**src/rtl/calc_sequencer.sv**
```systemverilog
// Operand-entry sequencer for a small calculator: captures A then B/OP,
// runs a one-cycle add or an N-cycle shift-add multiply, and registers the result.
module calc_sequencer #(
    parameter int N = 4
) (
    input  logic           CLK,
    input  logic           CLR,
    input  logic [N-1:0]   DIN,
    input  logic           ENTER,
    input  logic           OP,
    output logic           LD_A,
    output logic           LD_B,
    output logic           LD_R,
    output logic [2*N-1:0] RESULT,
    output logic           BUSY,
    output logic           DONE
);
    localparam int CW = $clog2(N) + 1;

    typedef enum logic [1:0] {S_IDLE, S_GET_B, S_EXEC, S_DONE} state_t;

    state_t          state_q, state_d;
    logic [N-1:0]    a_q, b_q, b_sh;
    logic            op_q;
    logic [2*N-1:0]  acc_q, acc_nxt, a_ext, b_ext;
    logic [CW-1:0]   cnt_q;
    logic            last, ld_a, ld_b, ld_r;

    assign a_ext = {{N{1'b0}}, a_q};
    assign b_ext = {{N{1'b0}}, b_q};
    assign b_sh  = b_q >> cnt_q;
    // ADD finishes in one cycle; MUL stops after bit N-1 so the counter never wraps
    assign last  = !op_q || (cnt_q == CW'(N - 1));

    always_comb begin
        if (op_q)
            acc_nxt = acc_q + (b_sh[0] ? (a_ext << cnt_q) : '0);
        else
            acc_nxt = a_ext + b_ext;
    end

    always_ff @(posedge CLK or negedge CLR) begin
        if (!CLR) state_q <= S_IDLE;
        else      state_q <= state_d;
    end

    always_comb begin
        state_d = state_q;
        ld_a    = 1'b0;
        ld_b    = 1'b0;
        ld_r    = 1'b0;
        case (state_q)
            S_IDLE, S_DONE: begin
                if (ENTER) begin
                    ld_a    = 1'b1;
                    state_d = S_GET_B;
                end
            end
            S_GET_B: begin
                if (ENTER) begin
                    ld_b    = 1'b1;
                    state_d = S_EXEC;
                end
            end
            S_EXEC: begin
                if (last) begin
                    ld_r    = 1'b1;
                    state_d = S_DONE;
                end
            end
            default: state_d = S_IDLE;
        endcase
    end

    // Strobes are gated by CLR so they stay quiet while reset is held
    assign LD_A = ld_a & CLR;
    assign LD_B = ld_b & CLR;
    assign LD_R = ld_r & CLR;
    assign BUSY = (state_q == S_EXEC) & CLR;
    assign DONE = (state_q == S_DONE) & CLR;

    always_ff @(posedge CLK or negedge CLR) begin
        if (!CLR) begin
            a_q    <= '0;
            b_q    <= '0;
            op_q   <= 1'b0;
            acc_q  <= '0;
            cnt_q  <= '0;
            RESULT <= '0;
        end else begin
            if (ld_a) a_q <= DIN;
            if (ld_b) begin
                b_q   <= DIN;
                op_q  <= OP;
                acc_q <= '0;
                cnt_q <= '0;
            end
            if (state_q == S_EXEC) begin
                acc_q <= acc_nxt;
                if (!last) cnt_q <= cnt_q + CW'(1);
            end
            if (ld_r) RESULT <= acc_nxt;
        end
    end
endmodule

```
**config.mk**
```make
export PLATFORM = sky130hd
export DESIGN_NAME = calc_sequencer
export DESIGN_NICKNAME = d
export VERILOG_FILES = /design/src/rtl/calc_sequencer.sv
export SDC_FILE = /design/constraint.sdc
export NUM_CORES = 1
export LEC_CHECK = 0
export ABC_AREA = 1
export BUFFER_PORTS_ARGS = -buffer_cell sky130_fd_sc_hd__buf_2
export CORE_MARGIN = 2
export CORE_UTILIZATION = 49
export CTS_BUF_LIST = sky130_fd_sc_hd__clkbuf_8
export DETAILED_ROUTE_END_ITERATION = 10
export GPL_TIMING_DRIVEN = 1
export HOLD_SLACK_MARGIN = 0.1
export PLACE_DENSITY = 0.77
export SLEW_MARGIN = 20
export SYNTH_ARGS = -nofsm -noshare
export SYNTH_HDL_FRONTEND = slang
export SYNTH_SLANG_ARGS = --single-unit
```
**constraint.sdc**
```tcl
create_clock -name CLK -period 4.8 [get_ports CLK]
set_input_delay 0.24 -clock CLK [delete_from_list [all_inputs] [get_ports CLK]]
set_output_delay 0.24 -clock CLK [all_outputs]
set_load 0.1 [all_outputs]
```
---- Word-level counts from Yosys, hierarchy flattened ----
Cells that the tools add are included.
storage, ports and cells
  flip-flop bits (word level) ............. 30
  input bits .............................. 8
  output and inout bits ................... 13
  word-level logic and storage cells ...... 46
cells by class
  add/subtract/negate cells ............... 3
  equality and inequality tests ........... 7
  shift-type cells ........................ 2
  multiplexer cells ....................... 16
  bitwise logic cells ..................... 5
  reductions and logical operators ........ 6
operators by type and width
  kind                                           count
  2-to-1 mux 8 bit                               4
  2-to-1 mux 3 bit                               3
  adder 8 bit                                    1
  << shifter 4 x 3 -> 8 bit                      1
  2-to-1 mux 2 bit                               3
  inequality test 2 bit, second input constant   3
  one-hot mux 2 bit (3 select lines)             1
  adder 4 x 4 -> 5 bit                           1
  AND 1 bit                                      5
  2-to-1 mux 1 bit                               5
  == test 2 bit, second input constant           2
  >> shifter 4 x 3 -> 1 bit                      1
  adder 3 x 1 -> 3 bit, second input constant    1
  == test 3 x 2 -> 1 bit, second input constant  1
  AND reduction 3 bit                            1
  == test 2 x 1 -> 1 bit, second input constant  1
  logical NOT 2 bit                              1
  nonzero test 2 bit                             1
  OR reduction 2 bit                             1
  logical NOT 1 bit                              1
  logical OR 1 bit                               1

---- Logic depth before layout (Yosys ltp) ----
  depth in word-level cells ............... 5
  gate-level depth with buffers ........... 16
  gate-level depth less buffers ........... 15

---- Least setup slack after synthesis ----
OpenSTA, ideal clock, no wires.
  kind .................................... register to output
  from .................................... reg state_q[0]
  to ...................................... out LD_A
  data arrival time ....................... 2113 ps
  path slack .............................. 2447 ps
  stages on the path, launching flop included .. 5
  path buffers ............................ 0
  cell sequence ........................... dfrtp_1 > inv_1 > ha_1 > nand2_1 > nor2_1
on the way
  word-level cells in the longest chain between the ends .. 4
RTL lines
  what                                                       RTL line  text
  start, declared                                            22        state_t state_q, state_d;
  start signal, assigned                                     44        else state_q <= state_d;
  == test 2 bit / logical NOT 2 bit (equally long branches)  52        case (state_q)
  OR reduction 2 bit (*)                                     52
  2-to-1 mux 1 bit (*)                                       52
  AND 1 bit (*)                                              76        assign LD_A = ld_a & CLR;
  end, declared                                              11        output logic LD_A,
Every way passes the cells marked *; elsewhere a longest branch is shown, timed or not.

---- Final worst setup path ----
  from .................................... reg cnt_q[0]
  to ...................................... reg RESULT[4]
on the way
  word-level cells in the longest chain between the ends .. 4
RTL lines
  what                                                         RTL line  text
  start, declared                                              26        logic [CW-1:0] cnt_q;
  start signal, assigned                                       100       if (!last) cnt_q <= cnt_q + CW'(1);
  << shifter 4 x 3 -> 8 bit (tied with other cells)            37        acc_nxt = acc_q + (b_sh[0] ? (a_ext << cnt_q) : '0);
  2-to-1 mux 8 bit / logical OR 1 bit (equally long branches)  37, 33
  adder 8 bit / 2-to-1 mux 1 bit (equally long branches)       37, 66
  2-to-1 mux 8 bit / 2-to-1 mux 1 bit (equally long branches)  36, 52
  end signal, assigned                                         102       if (ld_r) RESULT <= acc_nxt;
  end, declared                                                14        output logic [2*N-1:0] RESULT,
Several ways; a longest one is shown, not always the timed one.
A chain may end at the register's enable or synchronous reset.

==> impl_metrics.csv <==
group,metric,value,unit
min_path,timing.hold.worst.class,"in2reg",
clock_network,clk_pin_slew,0.06,ns
global_route,grt_pass1_wl,7220,um
placed_design,numPortBuffers,20,
worst_setup_path,crit_fanout,12,
synth,syn_avg_cell_area,7.46,um2
placed_design,placed_cell_area,2050,um2
detailed_routing,routedWlPerCell,12.4,um
floorplan,fp.dieH,66.6,um
worst_setup_path,r2r_cells,14,
finish,final_cells,330,
min_path,hold_path.startpoint,"OP",
worst_setup_path,end_kind,"register",
sta,fin_setup_tns,0,ns
power_and_ir_drop,powerDensity,705,nW/um2
synth,syn-cell-area,1920,um2
worst_setup_path,r2r-end,"RESULT[4]",
detailed_routing,first_pass_iters,4,
clock_network,clock_latency,0.28,ns
clock_network,post_cts_buffers,0,
detailed_routing,ant_nets,0,
global_route,antenna_found_initial,0,
sta,setup_violations,0,
clock_network,clock-sinks,30,
floorplan,start_util,51.6,%
clock_network,cts_buffers,5,
global_route,grt-ovfl-total,0,
floorplan,pin_count,21,
sta,slew_violations,0,
clock_network,h-tree-depth,2,
sta,hold_viol_final,0,
outcome,run_status,"finished clean",
synth,synth_nets,283,
power_and_ir_drop,worst_ir_drop_vdd,0.000377,V
clock_network,cts_tree,"built",
floorplan,fp.dieW,66.6,um
detailed_routing,vias,1669,
job,maxCapViolCount,0,
worst_setup_path,regToRegSetupSlack,2.40,ns
clock_network,cts-resized-gates,0,
clock_network,cts-root-buf,"clkbuf_8",
sta,fin_skew,0.00230,ns
power_and_ir_drop,p_leak,1.23,nW
clock_network,cts_hold_buf,1,
synth,synth_cells,257,
placed_design,dp_cells,321,
min_path,min_path_cells,3,
synth,synth-seq-cells,30,
sta,period_minus_slack,2.40,ns
placed_design,gp_congestion,0.902,
sta,relSlewSlack,57.0,%
worst_setup_path,worstPathRequired,5.00,ns
floorplan,die_area,4430,um2
min_path,whs_endpoint,"op_q",
sta,post-route-period-util,50.0,%
detailed_routing,drc,0,
detailed_routing,drt_iter0_markers,130,
finish,fin_area,2170,um2
finish,antenna_cells,0,
worst_setup_path,crit_type,"reg2reg",
placed_design,hpwl,3180,um
finish,drive_gt1_share,13.1,%
sta,rsz0062_at_grt,"no",
finish,fin_nets,307,
worst_setup_path,arrival,2.60,ns
synth,ys_warn_count,0,
detailed_routing,vias_per_cell,5.06,
worst_setup_path,setup.worst_path.start_class,"register",
floorplan,core.rowCount,22,
synth,yosysSeqAreaShare,39.1,%
global_route,grt_pass1_vias,1632,
global_route,track_usage,22.0,%
sta,max_freq,416,MHz
floorplan,coreArea,3720,um2
clock_network,cts_buffer_depth,2,
finish,synthToLayoutAreaGrowth,13.0,%
synth,yosysUniqueCellTypes,25,
finish,utilization,58.3,%
global_route,grt_max_degree,19,
sta,worstMarginPinSlew,0.642,ns
worst_setup_path,r2r_start,"cnt_q[0]",
detailed_routing,routed_wl,4100,um
## layer usage
| metal | global-route usage [%] | wire, um | vias up |
|---|---|---|---|
| li1 | - | - | 864 |
| met1 | 28.6 | 1930 | 761 |
| met2 | 35.0 | 1930 | 34 |
| met3 | 4.73 | 150 | 10 |
| met4 | 10.2 | 94 | 0 |
| met5 | 0 | 0 | - |
## worst max-delay path, cell delays in order, from the launching register on
cell,delay (ns)
dfrtp_1,0.52
inv_1,0.14
o21ai_1,0.18
a21oi_2,0.08
nand2_1,0.08
nor2_1,0.05
ha_1,0.20
fa_1,0.40
nand2_1,0.11
nand3_1,0.12
nand2_1,0.09
nand2_1,0.05
nand3_1,0.07
nand2_1,0.08
o21ai_0,0.16
## sequential cells by signal, summed over array words and instances (netlist names)
name / cells
acc_q: 8
op_q: 1
state_q: 2
RESULT: 8
a_q: 4
b_q: 4
cnt_q: 3
## cell families after synthesis
| kind of cell | count (synthesis) | share of synthesized area, % |
|---|---|---|
| AO/OA/AOI/OAI | 39 | 11.5 |
| AND/OR/NAND/NOR | 130 | 28.1 |
| buffers and inverters | 40 | 8.68 |
| flip-flops | 30 | 39.1 |
| adder cells (fa/ha/maj) | 18 | 12.5 |
## metrics by stage
step	hold WS (ns)	power (mW)	setup slack (ns)
after floorplan	-0.0556	1.11	2.45
after global placement	0.183	1.27	2.51
after detailed placement	0.180	1.29	2.43
after CTS	0.185	1.54	2.42
after global routing	0.197	1.66	2.19
final	0.190	1.53	2.40
## cell type report
cell class / count / area, um2
clock buffer: 5 / 68.8
multi-input combinational: 187 / 1000
sequential: 30 / 751
timing repair buffer: 22 / 118
tap: 48 / 60.1
fill: 368 / 1550
clock inverter: 3 / 37.5
inverter: 35 / 131
## worst max-delay path by stage
stage                           from   endpoint  slack (ns)
after detailed placement    cnt_q[0]  RESULT[4]        2.43
after global routing        cnt_q[0]  RESULT[4]        2.19
after floorplan           state_q[0]       LD_A        2.45
after global placement      cnt_q[0]  RESULT[4]        2.51
after CTS                   cnt_q[0]  RESULT[4]        2.42
final                       cnt_q[0]  RESULT[4]        2.40
## power by group
group          switching, mW  leakage [nW]  internal, mW
sequential            0.0944         0.390         0.342
combinational          0.617         0.782         0.232
clock                 0.0924        0.0607         0.151
## layout by cell type (no fill, tap or decap), types with 2 or more instances in the layout
| cell | count |
|---|---|
| nor2_1 | 23 |
| ha_1 | 16 |
| fa_1 | 2 |
| nor2_4 | 2 |
| o21ai_1 | 3 |
| nand2_1 | 84 |
| nand4_1 | 4 |
| inv_2 | 2 |
| o21ai_0 | 21 |
| or2_2 | 2 |
| nand3_1 | 14 |
| inv_1 | 35 |
| o21ai_2 | 2 |
| buf_2 | 20 |
| a21oi_1 | 6 |
| o22ai_1 | 2 |
| dfrtp_1 | 30 |
| clkbuf_8 | 5 |
| a21oi_2 | 2 |
## cell usage after synthesis
master	number	share of area, %
o21ai_0	21	5.5
buf_6	1	0.59
nor2_1	23	4.5
buf_4	2	0.78
buf_2	1	0.26
nand4_1	4	1.3
o21ai_1	3	0.78
o21a_1	1	0.39
a21oi_2	2	0.91
nor2_4	2	1.2
nand2_1	84	16
clkbuf_1	1	0.20
nand3b_1	1	0.39
or2_2	2	0.65
o22ai_1	2	0.65
a21oi_1	6	1.6
nand3_1	14	3.7
fa_1	2	2.1
inv_1	33	6.5
a22oi_1	1	0.39
inv_2	2	0.39
dfrtp_1	30	39
ha_1	16	10
a22o_1	1	0.46
o21ai_2	2	0.91
Power figures use the tool's default switching activity.
